[src/rtl/queue_push_arbiter_if.sv]
// ============================================================================
// Module      : queue_push_arbiter_if
// Description : Bundle of producer request lines and the queue push_back port
//               shared by queue_push_arbiter and whoever drives it.
//   req_en/req_data/req_rdy      : per-producer push handshake
//   q_push_back_en/_rdy/_data/_src : push port toward the queue
//   grant_valid/grant_id         : arbitration result for observation
//   modport slave  : arbiter view
//   modport master : producer/queue-side view
// Revision    : 1.0 - initial release
// ============================================================================
`default_nettype none

interface queue_push_arbiter_if #(
  parameter int p_nreq     = 4,
  parameter int p_bitwidth = 8,
  parameter int p_idwidth  = $clog2(p_nreq)
);
  logic [p_nreq-1:0]                 req_en;
  logic [p_nreq-1:0][p_bitwidth-1:0] req_data;
  logic [p_nreq-1:0]                 req_rdy;
  logic                              q_push_back_en;
  logic                              q_push_back_rdy;
  logic [p_bitwidth-1:0]             q_push_back_data;
  logic [p_idwidth-1:0]              q_push_back_src;
  logic                              grant_valid;
  logic [p_idwidth-1:0]              grant_id;

  modport slave (
    input  req_en, req_data, q_push_back_rdy,
    output req_rdy, q_push_back_en, q_push_back_data, q_push_back_src,
           grant_valid, grant_id
  );

  modport master (
    output req_en, req_data, q_push_back_rdy,
    input  req_rdy, q_push_back_en, q_push_back_data, q_push_back_src,
           grant_valid, grant_id
  );
endinterface

`default_nettype wire

[src/rtl/queue_push_arbiter.sv]
// ============================================================================
// Module      : queue_push_arbiter
// Description : Round-robin arbiter sharing one queue push_back port among
//               p_nreq producers, with an optional burst lock of up to
//               p_burst consecutive pushes per winner.
//   clk  : clock, rising edge
//   rst  : asynchronous active-low reset
//   bus  : queue_push_arbiter_if.slave (requests in, push port out)
// Revision    : 1.0 - initial release
// ============================================================================
`default_nettype none

`ifndef TOP_CHANWIDTH
`define TOP_CHANWIDTH 32
`endif

module queue_push_arbiter #(
  parameter int p_nreq     = 4,
  parameter int p_bitwidth = `TOP_CHANWIDTH,
  parameter int p_burst    = 2,
  parameter int p_idwidth  = $clog2(p_nreq)
) (
  input  logic                  clk,
  input  logic                  rst,
  queue_push_arbiter_if.slave   bus
);

  localparam int c_cnt_w = $clog2(p_burst + 1);
  localparam int c_ext_w = p_idwidth + 1;
  localparam logic [p_idwidth-1:0] c_last     = p_idwidth'(p_nreq - 1);
  localparam logic [c_ext_w-1:0]   c_nreq_ext = c_ext_w'(p_nreq);
  localparam logic [c_cnt_w-1:0]   c_burst    = c_cnt_w'(p_burst);

  typedef enum logic [0:0] {
    ST_ARB   = 1'b0,
    ST_BURST = 1'b1
  } state_t;

  state_t               state_q, state_d;
  logic [p_idwidth-1:0] rr_ptr_q, rr_ptr_d;
  logic [p_idwidth-1:0] owner_q, owner_d;
  logic [c_cnt_w-1:0]   cnt_q, cnt_d;

  logic [p_idwidth-1:0] grant;
  logic                 grant_found;
  logic                 grant_ok;
  logic                 fire;
  logic [c_ext_w-1:0]   scan_idx;

  // Modulo-p_nreq increment; p_nreq need not be a power of two.
  function automatic logic [p_idwidth-1:0] inc_idx(input logic [p_idwidth-1:0] i);
    return (i == c_last) ? '0 : i + 1'b1;
  endfunction

  always_ff @(posedge clk or negedge rst) begin
    if (!rst) begin
      state_q  <= ST_ARB;
      rr_ptr_q <= '0;
      owner_q  <= '0;
      cnt_q    <= '0;
    end else begin
      state_q  <= state_d;
      rr_ptr_q <= rr_ptr_d;
      owner_q  <= owner_d;
      cnt_q    <= cnt_d;
    end
  end

  always_comb begin
    state_d     = state_q;
    rr_ptr_d    = rr_ptr_q;
    owner_d     = owner_q;
    cnt_d       = cnt_q;
    grant       = '0;
    grant_found = 1'b0;
    scan_idx    = '0;

    if (state_q == ST_ARB) begin
      // Scan from rr_ptr upward with explicit wrap; first hit wins.
      for (int k = 0; k < p_nreq; k++) begin
        scan_idx = {1'b0, rr_ptr_q} + c_ext_w'(k);
        if (scan_idx >= c_nreq_ext) scan_idx = scan_idx - c_nreq_ext;
        if (!grant_found && bus.req_en[scan_idx[p_idwidth-1:0]]) begin
          grant_found = 1'b1;
          grant       = scan_idx[p_idwidth-1:0];
        end
      end
    end else begin
      grant       = owner_q;
      grant_found = bus.req_en[owner_q];
    end

    // Everything visible is held at zero while reset is asserted.
    grant_ok = rst && grant_found;
    fire     = grant_ok && bus.q_push_back_rdy;

    case (state_q)
      ST_ARB: begin
        if (fire) begin
          if (p_burst == 1) begin
            rr_ptr_d = inc_idx(grant);
          end else begin
            owner_d = grant;
            cnt_d   = c_cnt_w'(1);
            state_d = ST_BURST;
          end
        end
      end
      ST_BURST: begin
        if (!bus.req_en[owner_q]) begin
          // Owner dropped its request: release without a transfer.
          state_d  = ST_ARB;
          rr_ptr_d = inc_idx(owner_q);
          cnt_d    = '0;
        end else if (fire) begin
          if (cnt_q + c_cnt_w'(1) == c_burst) begin
            state_d  = ST_ARB;
            rr_ptr_d = inc_idx(owner_q);
            cnt_d    = '0;
          end else begin
            cnt_d = cnt_q + c_cnt_w'(1);
          end
        end
      end
      default: state_d = ST_ARB;
    endcase
  end

  always_comb begin
    bus.req_rdy = '0;
    if (fire) bus.req_rdy[grant] = 1'b1;
    bus.q_push_back_en   = fire;
    bus.grant_valid      = grant_ok;
    bus.grant_id         = grant_ok ? grant : '0;
    bus.q_push_back_src  = grant_ok ? grant : '0;
    bus.q_push_back_data = grant_ok ? bus.req_data[grant] : '0;
  end

endmodule

`default_nettype wire

[src/flat_wrapper.sv]
// flat-port wrapper written by rule: the top's interface ports become plain ports
module queue_push_arbiter_flat 
#(
  parameter int p_nreq     = 4,
  parameter int p_bitwidth = `TOP_CHANWIDTH,
  parameter int p_burst    = 2,
  parameter int p_idwidth  = $clog2(p_nreq)
)
  (clk, rst, bus_req_en, bus_req_data, bus_q_push_back_rdy, bus_req_rdy, bus_q_push_back_en, bus_q_push_back_data, bus_q_push_back_src, bus_grant_valid, bus_grant_id);
  queue_push_arbiter_if #(.p_nreq(p_nreq), .p_bitwidth(p_bitwidth), .p_idwidth(p_idwidth)) bus_i ();
  input  logic clk;
  input  logic rst;
  input wire logic [$bits(bus_i.req_en)-1:0] bus_req_en;
  input wire logic [$bits(bus_i.req_data)-1:0] bus_req_data;
  input wire logic [$bits(bus_i.q_push_back_rdy)-1:0] bus_q_push_back_rdy;
  output wire logic [$bits(bus_i.req_rdy)-1:0] bus_req_rdy;
  output wire logic [$bits(bus_i.q_push_back_en)-1:0] bus_q_push_back_en;
  output wire logic [$bits(bus_i.q_push_back_data)-1:0] bus_q_push_back_data;
  output wire logic [$bits(bus_i.q_push_back_src)-1:0] bus_q_push_back_src;
  output wire logic [$bits(bus_i.grant_valid)-1:0] bus_grant_valid;
  output wire logic [$bits(bus_i.grant_id)-1:0] bus_grant_id;
  assign bus_i.req_en = bus_req_en;
  assign bus_i.req_data = bus_req_data;
  assign bus_i.q_push_back_rdy = bus_q_push_back_rdy;
  assign bus_req_rdy = bus_i.req_rdy;
  assign bus_q_push_back_en = bus_i.q_push_back_en;
  assign bus_q_push_back_data = bus_i.q_push_back_data;
  assign bus_q_push_back_src = bus_i.q_push_back_src;
  assign bus_grant_valid = bus_i.grant_valid;
  assign bus_grant_id = bus_i.grant_id;
  queue_push_arbiter #(.p_nreq(p_nreq), .p_bitwidth(p_bitwidth), .p_burst(p_burst), .p_idwidth(p_idwidth)) u_core (.clk(clk), .rst(rst), .bus(bus_i));
endmodule
[config.mk]
export PLATFORM = sky130hd
export DESIGN_NAME = queue_push_arbiter_flat
export DESIGN_NICKNAME = d
export VERILOG_FILES = /design/src/rtl/queue_push_arbiter_if.sv /design/src/rtl/queue_push_arbiter.sv /design/src/flat_wrapper.sv
export SDC_FILE = /design/constraint.sdc
export NUM_CORES = 1
export LEC_CHECK = 0
export CAP_MARGIN = 15
export CORE_ASPECT_RATIO = 0.8
export CORE_MARGIN = 4
export CORE_UTILIZATION = 44
export CTS_CLUSTER_SIZE = 14
export DETAILED_ROUTE_END_ITERATION = 12
export PLACE_DENSITY = 0.9
export SYNTH_ARGS = -nofsm -noshare
export SYNTH_HDL_FRONTEND = slang
export SYNTH_SLANG_ARGS = --single-unit
[constraint.sdc]
create_clock -name clk -period 6.7 [get_ports clk]
set_input_delay 1.675 -clock clk [delete_from_list [all_inputs] [get_ports clk]]
set_output_delay 1.675 -clock clk [all_outputs]
set_load 0.1 [all_outputs]
==> metrics.md <==
| Metric | Value |
|---|---|
| Outcome | `complete, no violations` |
| Placed insts | `709` |
| Share of layout cells above drive strength 1 | `0.123` |
| Top cells by area, synth | `mux2i_1 10%, and4_1 8.8%, a41oi_1 8.5%, o31a_1 8.5%, inv_1 7.8%` |
| Final worst-path cycle share | `0.946` |
| Drt pass-1 iters | `6` |
| Htree depth | `1` |
| Sw frac | `0.617` |
| Pin count of the biggest net entering global routing | `34` |
| DR WL/cell | `21.0 um` |
| Final slew viol count | `0` |
| Worst-path cell chain | `clkdlybuf4s50_1, nor2b_1, o21bai_1, and4_1, buf_4, nand3_1, a21boi_0, buf_12` |
| RSZ-0062 raised after global routing | `no` |
| Final std cells w/o fill | `715` |
| # diodes | `0` |
| Top_reg_cell synth | `dfrtp_1` |
| Leakage | `0.00222 uW` |
| Max stage delay on crit path | `0.88 ns` |
| Cell taking the most area after synthesis | `mux2i_1` |
| Crit path kind | `in2out` |
| Post-synth EDFFs | `0` |
| Cell Area, Placed | `5420 um2` |
| Die Y-Extent | `85.2 um` |
| DRT antenna net count | `0` |
| WL final | `15.0 mm` |
| Initial cell density of the core | `0.464` |
| Post-CTS Setup Repair Bufs | `0` |
| Initial antenna violation count | `0` |
| Sequential-to-total area share from yosys stat | `0.0534` |
| Final Hold Fails | `0` |
| Overflow after GRT | `0` |
| Root Buffer | `clkbuf_8` |
| Num CTS Buffers | `3` |
| Crit path max fanout | `25` |
| I/O pin count | `177` |
| Synth top cells by count | `68 x inv_1, 37 x nor2_1, 35 x clkbuf_1` |
| Clock Skews | `0.00341 ns` |
| Flop pwr share | `0.045` |
| Crit path DAT | `4.66 ns` |
| Worst setup EP type | `primary output` |
| VDD IR-drop max | `0.425 mV` |
| TritonCTS Sinks | `7` |
| # hold bufs at CTS | `0` |
| CTS max path bufs | `2` |
| Net Switching | `1710 uW` |
| Power Dens Cells | `502 nW/um2` |
| Total track usage | `0.314` |
| DP HPWL | `10.8 mm` |
| Cell Area, Synth | `3280 um2` |
| Maximum clock rate | `158 MHz` |
| Die area | `8910 um2` |
| Post-CTS sizing | `0` |
| Final Cell Area | `5520 um2` |
| TNS Setup | `0 ns` |
| CP top delay family | `simple AND/OR/NAND/NOR gates` |
| Comb pwr share | `0.932` |
| Post-synthesis cell type count | `44` |
| Vias in the first global route | `4575` |
| Mapped Nets | `634` |
| Rows | `27` |
| Required @ worst endpoint | `5.03 ns` |
| Total number of vias | `4807` |
| Yosys warns | `0` |
| Die width | `105 um` |
| Setup ws final | `0.360 ns` |
| Clock latency on the worst-skew pair | `0.24 ns` |
| Net count, final | `765` |
| DRC Markers | `0` |
| Number of synthesized register bits | `7` |
| Via density | `6.72` |
| Clock transition at the registers of the reported paths | `0.04 ns` |
| Synth top area share | `0.101` |
| Bufs and invs on worst path | `3` |
| Layout overhead on the synthesized area | `68.2%` |
| GP Congestion | `0.944` |
| Most frequent cell after synthesis | `inv_1` |
| Worst hold path type | `reg2reg` |
| Initial DRC Count | `454` |
| Setup violators final | `0` |
| Core outline area | `7060 um2` |
| Pwr Total | `2770 uW` |
| CTS tree | `built` |
| Worst-margin pin slew | `1.17 ns` |
| Int Pwr | `1060 uW` |
| Worst slack at placement | `0.463 ns` |
| Global-route wire length before repair | `23.6 mm` |
| Synthesized area per cell | `6.59 um2` |
| Clock share of power | `0.023` |
| Port bufs | `176` |
| Maxcap violations | `0` |
| Post-Syn Instances | `498` |
| Worst setup SP type | `input port` |
| Filler cells | `475` |
| CP max-delay cell | `and4_1` |
| Async S/R FF share, synth | `1.00` |
| Rel. slew slack | `0.217` |
| Tmin final | `6.34 ns` |
## tightest hold or removal path, cell delays in order (launching register included)
cell	delay, ns
dfrtp_1	0.36
nand2_1	0.06
a21oi_1	0.04
## flip-flops by register name (all words and copies together) (netlist names)
signal / cells
u_core.cnt_q: 2
u_core.owner_q: 2
u_core.rr_ptr_q: 2
u_core.state_q: 1
## power by group through the flow
stage               Combinational (uW)  Clock, uW  Sequential [uW]
global route                      2680       65.7              130
detailed placement                2520          0              121
floorplan                         1750          0             76.6
finish                            2580       63.3              125
CTS                               2530       62.1              122
global placement                  2460          0              117
## cells in the final DEF (no fill, tap or decap), types with 2 or more instances in the layout
cell type	count
o22ai_1	32
mux2i_1	33
nor2b_1	5
inv_1	68
and4_1	33
and2_1	3
o21ai_1	30
or4_1	2
nand2_1	9
nor2_1	37
nand2b_1	5
clkdlybuf4s50_1	134
or4b_1	2
o21ai_0	4
dfrtp_1	6
nor3_1	2
buf_4	13
mux2_2	3
a21boi_0	2
a31oi_1	32
o21bai_1	2
buf_16	4
nand3_1	3
or2_2	2
clkbuf_8	3
a21oi_1	33
o31a_1	32
buf_12	42
a41oi_1	32
## final timing paths
| kind | slack (ns) | cells past startpoint | endpoint | start |
|---|---|---|---|---|
| min in group asynchronous | 1.72 | 1 | u_core.owner_q[1] | rst |
| max | 0.36 | 8 | bus_req_rdy[2] | bus_req_en[0] |
| max in group asynchronous | 4.69 | 1 | u_core.owner_q[0] | rst |
| min | 0.50 | 2 | u_core.cnt_q[1] | u_core.cnt_q[1] |
| max reg2reg | 3.88 | 6 | u_core.owner_q[0] | u_core.owner_q[0] |
| min reg2reg | 0.50 | 2 | u_core.cnt_q[1] | u_core.cnt_q[1] |
## cell families (layout without fill, tap and decap cells)
kind of cell	after synthesis	count (layout)	synth area share
AO/OA/AOI/OAI	206	206	0.424
buffers and inverters	135	265	0.183
AND/OR/NAND/NOR	111	111	0.210
multiplexers	38	38	0.126
flip-flops	7	7	0.0534
adder cells (fa/ha/maj)	1	1	0.00381
## per-layer routing
| layer | global-route usage | up-vias | wire (um) |
|---|---|---|---|
| met4 | 0.104 | 0 | 490 |
| met5 | 0 | - | 0 |
| met1 | 0.393 | 2191 | 5460 |
| li1 | - | 2140 | - |
| met3 | 0.0738 | 67 | 1950 |
| met2 | 0.533 | 409 | 7100 |
## stage by stage
step | hold slack [ns] | utilization
4_1_cts | 0.502 | 0.773
6_report | 0.504 | 0.781
3_3_place_gp | 0.486 | 0.759
3_5_place_dp | 0.496 | 0.767
2_1_floorplan | 0.473 | -
5_1_grt | 0.521 | 0.781
## layout make-up
| cell class | count | area [um2] | share of cell area |
|---|---|---|---|
| sequential | 7 | 176 | 0.0320 |
| tap | 87 | 109 | 0.0197 |
| inverter | 68 | 255 | 0.0463 |
| timing repair buffer | 193 | 2390 | 0.433 |
| multi-input combinational | 356 | 2540 | 0.461 |
| clock buffer | 4 | 45.0 | 0.00817 |
(Power assumes the default switching activity.)
